==> src/rtl/piso_serializer.sv <==
// -----------------------------------------------------------------------------
// piso_serializer
//
// Parallel-in, serial-out shift register. It captures a WIDTH-bit word on a
// load handshake and shifts it out one bit per enabled clock, framed by
// busy/done status. It is the transmit-side partner of the sipo deserializer:
// s_out/en connect straight to a sipo s_in/en pair.
//
// Optional feature (compile-time macro): PISO_PARITY_EN
//   When this macro is defined, an even-parity bit follows the last data bit,
//   so a frame is WIDTH+1 bits long. When it is undefined, a frame is exactly
//   WIDTH bits.
//
// Parameters
//   WIDTH      word width in bits (>= 2)
//   MSB_FIRST  1: p_in[WIDTH-1] is sent first; 0: p_in[0] is sent first
//
// Ports
//   clk        rising-edge clock
//   rst        asynchronous active-high reset
//   en         shift enable; a frame advances only on edges with en=1
//   load       capture request for p_in; accepted only while ready=1
//   p_in       parallel word to transmit
//   ready      a load will be accepted (always !busy)
//   s_out      serial data bit (registered)
//   busy       frame in progress (registered)
//   done       one-cycle pulse on the edge that ends a frame (registered)
//   state_dbg  current FSM state encoding (0 idle, 1 shift, 2 parity)
//
// Handshake: load/ready follow valid/ready semantics. A word transfers on a
// rising clk edge where load=1 and ready=1. p_in is sampled only on that
// edge, and load is ignored on any edge where ready=0. en has no effect on
// acceptance.
// -----------------------------------------------------------------------------
module piso_serializer #(
    parameter int WIDTH     = 4,
    parameter int MSB_FIRST = 1
) (
    input  logic             clk,
    input  logic             rst,
    input  logic             en,
    input  logic             load,
    input  logic [WIDTH-1:0] p_in,
    output logic             ready,
    output logic             s_out,
    output logic             busy,
    output logic             done,
    output logic [1:0]       state_dbg
);

    localparam int CW = (WIDTH > 1) ? $clog2(WIDTH) : 1;
    localparam logic [CW-1:0] LAST_CNT = CW'(WIDTH - 1);

`ifdef PISO_PARITY_EN
    typedef enum logic [1:0] {
        ST_IDLE   = 2'd0,
        ST_SHIFT  = 2'd1,
        ST_PARITY = 2'd2
    } state_t;
`else
    typedef enum logic [1:0] {
        ST_IDLE  = 2'd0,
        ST_SHIFT = 2'd1
    } state_t;
`endif

    state_t           state_q, state_n;
    logic [WIDTH-1:0] shift_q, shift_n;
    logic [CW-1:0]    cnt_q,   cnt_n;
    logic             s_out_q, s_out_n;
    logic             busy_q,  busy_n;
    logic             done_q,  done_n;
`ifdef PISO_PARITY_EN
    logic             parity_q, parity_n;
`endif

    // First bit of a freshly captured word, and the bit that follows the
    // current head of the shift register. The shift register keeps the
    // bit currently on s_out at its head, so the next bit sits one place
    // further in.
    logic             first_bit;
    logic             next_bit;
    logic [WIDTH-1:0] shifted;

    always_comb begin
        if (MSB_FIRST != 0) begin
            first_bit = p_in[WIDTH-1];
            next_bit  = shift_q[WIDTH-2];
            shifted   = {shift_q[WIDTH-2:0], 1'b0};
        end else begin
            first_bit = p_in[0];
            next_bit  = shift_q[1];
            shifted   = {1'b0, shift_q[WIDTH-1:1]};
        end
    end

    always_comb begin
        state_n  = state_q;
        shift_n  = shift_q;
        cnt_n    = cnt_q;
        s_out_n  = s_out_q;
        busy_n   = busy_q;
        done_n   = 1'b0;
`ifdef PISO_PARITY_EN
        parity_n = parity_q;
`endif
        unique case (state_q)
            ST_IDLE: begin
                s_out_n = 1'b0;
                busy_n  = 1'b0;
                if (load) begin
                    shift_n  = p_in;
                    s_out_n  = first_bit;
                    cnt_n    = '0;
                    busy_n   = 1'b1;
                    state_n  = ST_SHIFT;
`ifdef PISO_PARITY_EN
                    parity_n = ^p_in;
`endif
                end
            end
            ST_SHIFT: begin
                if (en) begin
                    if (cnt_q != LAST_CNT) begin
                        shift_n = shifted;
                        s_out_n = next_bit;
                        cnt_n   = cnt_q + CW'(1);
                    end else begin
`ifdef PISO_PARITY_EN
                        s_out_n = parity_q;
                        state_n = ST_PARITY;
`else
                        s_out_n = 1'b0;
                        busy_n  = 1'b0;
                        done_n  = 1'b1;
                        state_n = ST_IDLE;
`endif
                    end
                end
            end
`ifdef PISO_PARITY_EN
            ST_PARITY: begin
                if (en) begin
                    s_out_n = 1'b0;
                    busy_n  = 1'b0;
                    done_n  = 1'b1;
                    state_n = ST_IDLE;
                end
            end
`endif
            default: begin
                s_out_n = 1'b0;
                busy_n  = 1'b0;
                state_n = ST_IDLE;
            end
        endcase
    end

    always_ff @(posedge clk or posedge rst) begin
        if (rst) begin
            state_q  <= ST_IDLE;
            shift_q  <= '0;
            cnt_q    <= '0;
            s_out_q  <= 1'b0;
            busy_q   <= 1'b0;
            done_q   <= 1'b0;
`ifdef PISO_PARITY_EN
            parity_q <= 1'b0;
`endif
        end else begin
            state_q  <= state_n;
            shift_q  <= shift_n;
            cnt_q    <= cnt_n;
            s_out_q  <= s_out_n;
            busy_q   <= busy_n;
            done_q   <= done_n;
`ifdef PISO_PARITY_EN
            parity_q <= parity_n;
`endif
        end
    end

    assign s_out     = s_out_q;
    assign busy      = busy_q;
    assign done      = done_q;
    assign ready     = !busy_q;
    assign state_dbg = state_q;

endmodule

==> config.mk <==
export PLATFORM = sky130hd
export DESIGN_NAME = piso_serializer
export DESIGN_NICKNAME = d
export VERILOG_FILES = /design/src/rtl/piso_serializer.sv
export SDC_FILE = /design/constraint.sdc
export NUM_CORES = 1
export LEC_CHECK = 0
export ABC_CLOCK_PERIOD_IN_PS = 4500
export CELL_PAD_IN_SITES_DETAIL_PLACEMENT = 0
export CELL_PAD_IN_SITES_GLOBAL_PLACEMENT = 2
export CORE_MARGIN = 2
export CORE_UTILIZATION = 27
export CTS_CLUSTER_SIZE = 12
export DETAILED_ROUTE_END_ITERATION = 8
export GPL_TIMING_DRIVEN = 0
export PLACE_DENSITY = 0.85
export SETUP_SLACK_MARGIN = 0.15
export SLEW_MARGIN = 10
export SYNTH_ARGS = -nofsm -noshare
export SYNTH_HDL_FRONTEND = slang
export SYNTH_SLANG_ARGS = --single-unit
export TNS_END_PERCENT = 30
==> constraint.sdc <==
create_clock -name clk -period 4.5 [get_ports clk]
set_clock_uncertainty 0.2 [all_clocks]
set_input_delay 0.9 -clock clk [delete_from_list [all_inputs] [get_ports clk]]
set_output_delay 0.9 -clock clk [all_outputs]
set_load 0.1 [all_outputs]
==> qor.csv <==
metric;value;unit
post_synth_instance_area;425;um2
total_drc_errors_in_the_routed_layout;0;
finalPower;0.000432;W
viasPerCell;4.57;
final-max-slew-violation-count;0;
antenna_violations_before_repair;0;
numCtsBuffers;3;
worst_r2r_start;cnt_q[0]$_DFFE_PP0P_;
finalWorstPathRequiredPeriod;2920;ps
hold_fix_buffers_cts;0;
post_cts_setup_buffers;0;
synth_flop_cell;sky130_fd_sc_hd__dfrtp_1;
cts_num_sinks;9;
initial_core_util;0.286;
dr.max_layer_used;met3;
drt_iter0_drc;6;
die_w;43.7;um
status;complete, no violations;
post_synth_edffs;0;
report.final.hold_viol_count;0;
placed_cell_area;566;um2
leakagePower;0.277;nW
max_clock_freq;342;MHz
routed_met2_length;408;um
cp_arrival;1820;ps
startpoint_type;register;
seq_area_frac_synth;0.529;
drt-wirelength-per-cell;12.0;um
floorplan.core_area;1490;um2
route.vias.total;329;
mappedNetlistNets;49;
critical_path.reg2reg.endpoint;shift_q[0]$_DFFE_PP0P_;
synth_most_common_cell;sky130_fd_sc_hd__dfrtp_1;
grt_first_pass_wirelength;1490;um
irDropWorstVdd;0.000411;V
yosysTopAreaCell;sky130_fd_sc_hd__dfrtp_1;
hp-class;reg -> reg;
timing.slew.headroom;0.357;
grt_max_degree;11;
antenna_cells;0;
hold-path-cell-count;1;
ctsResizeCount;0;
gp_congestion;0.663;
ys_seq_elements;9;
synth_area_leaders;sky130_fd_sc_hd__dfrtp_1 (53%), sky130_fd_sc_hd__a21oi_1 (4.7%), sky130_fd_sc_hd__nand3_1 (4.7%);
synth.avg_cell_area;10.6;um2
route.layer.met1.wl;413;um
number_of_cells_on_the_worst_reg_to_reg_path;4;
setup_repair_after_global_routing_missed_its_margin;false;
finish.cell_count_without_fillers;72;
worst-path-max-fanout;3;
finalHoldWorstSlack;300;ps
leading_post_synthesis_cells_by_instance_count;sky130_fd_sc_hd__dfrtp_1 (9), sky130_fd_sc_hd__a21oi_1 (4), sky130_fd_sc_hd__nand3_1 (4), sky130_fd_sc_hd__nor2_1 (3);
layout.nets;66;
critical_path.endpoint_type;output pin;
synth_async_sr_flop_share;1.00;
critical_path.cell_chain;inv_1 > clkdlybuf4s50_1;
h_tree_lvl_count;1;
totalNegativeSetupSlack;0;ps
post_synth_num_cell_types;18;
endpoints_failing_setup;0;
cp_slowest_stage_delay;1120;ps
hold_crit_endpoint;cnt_q[1]$_DFFE_PP0P_;
tightest_slew;962;ps
global_route.usage.total;0.114;
netlist_instances;40;
routed_wirelength;862;um
io_buffer_count;12;
fillers;150;
cp.required;3400;ps
holdCritStartpoint;cnt_q[1]$_DFFE_PP0P_;
timing.critical_path.slowest_stage_cell;sky130_fd_sc_hd__clkdlybuf4s50_1;
floorplan.die_area;1910;um2
fraction_of_layout_cells_with_a_size_suffix_above_1;0.179;
powerDensity;729;nW/um2
setup.worst_path.class;reg -> out;
cts_root_buffer;sky130_fd_sc_hd__clkbuf_4;
yosysWarningCount;0;
grt_pass1_vias;316;
die_h;43.7;um
r2r_slack;2970;ps
antenna_violating_nets_post_route;0;
place.detailed.instances;68;
ios;14;
tritoncts;done;
grt.overflow.total;0;
clock_tree_buf_depth;2;
proportion_of_netlist_area_held_by_the_largest_area_contributor;0.529;
final_min_period_over_clock_period;0.650;
clkLatencyLatePin;260;ps
met3WireLength;41;um
cap_violations;0;
drt_first_pass_iters;4;
stdcell_area;592;um2
row_count;14;
clk_transition_reported_paths;60;ps
area_growth;39.1;%
## per-stage QoR
stage / worst slack, ps / util
after detailed placement: 1850 / 0.380
after global placement: 1860 / 0.380
after floorplan: 1820 / -
final: 1580 / 0.397
after global routing: 1520 / 0.397
after CTS: 1560 / 0.397
## kinds of logic (layout without fill, tap and decap cells)
group,Yosys count,count (layout),synth area share
adder cells (fa/ha/maj),1,1,0.0294
buffers and inverters,4,20,0.0471
AND/OR/NAND/NOR,15,15,0.212
AO/OA/AOI/OAI,10,10,0.174
flip-flops,9,9,0.529
other,1,1,0.00882
## state kept, by name (all words and copies together), names as in the netlist
signal,count
s_out,1
state_dbg,1
busy,1
done,1
cnt_q,2
shift_q,3
## cell type report
type / instances / area, um2 / area share
sequential: 9 / 225 / 0.381
multi-input combinational: 27 / 180 / 0.304
timing repair buffer: 12 / 120 / 0.203
clock buffer: 4 / 26.3 / 0.0444
tap: 16 / 20.0 / 0.0338
buffer: 2 / 12.5 / 0.0211
inverter: 2 / 7.51 / 0.0127
## layout by cell type (no fill, tap or decap), drive strengths merged, types with 2 or more instances in the layout
cell / synthesis / layout
a21oi: 4 / 4
a22o: 2 / 2
a32oi: 2 / 2
and2b: 2 / 2
buf: 2 / 2
clkbuf: 0 / 4
clkdlybuf4s50: 0 / 12
dfrtp: 9 / 9
inv: 2 / 2
nand2: 2 / 2
nand3: 4 / 4
nor2: 3 / 3
nor2b: 2 / 2
## per-layer routing
| layer | GRT usage | up-vias |
|---|---|---|
| li1 | - | 173 |
| met1 | 0.136 | 150 |
| met2 | 0.165 | 6 |
| met3 | 0.0750 | 0 |
| met4 | 0.0364 | 0 |
| met5 | 0 | - |
## how the worst max path moves through the flow
stage                                  start      endpoint  slack, ps  cells after the start
floorplan                   busy$_DFFE_PP0P_         ready       1820                      1
global placement    state_dbg[0]$_DFFE_PP0P_  state_dbg[0]       1860                      1
detailed placement          busy$_DFFE_PP0P_         ready       1850                      2
CTS                         busy$_DFFE_PP0P_         ready       1560                      2
global route        state_dbg[0]$_DFFE_PP0P_  state_dbg[0]       1520                      1
finish                      busy$_DFFE_PP0P_         ready       1580                      2
## where the power goes
part | switching, W | internal [W] | leakage, nW | total (W)
Sequential | 0.0000191 | 0.000110 | 0.114 | 0.000129
Combinational | 0.000165 | 0.0000737 | 0.148 | 0.000239
Clock | 0.0000295 | 0.0000342 | 0.0150 | 0.0000637
## worst max-delay path: cells and delay by family (launching register included)
family | cells | cell delay (ps)
DFF | 1 | 390
buffers and inverters | 2 | 1170
No activity file was read; power rests on OpenSTA's default activity.
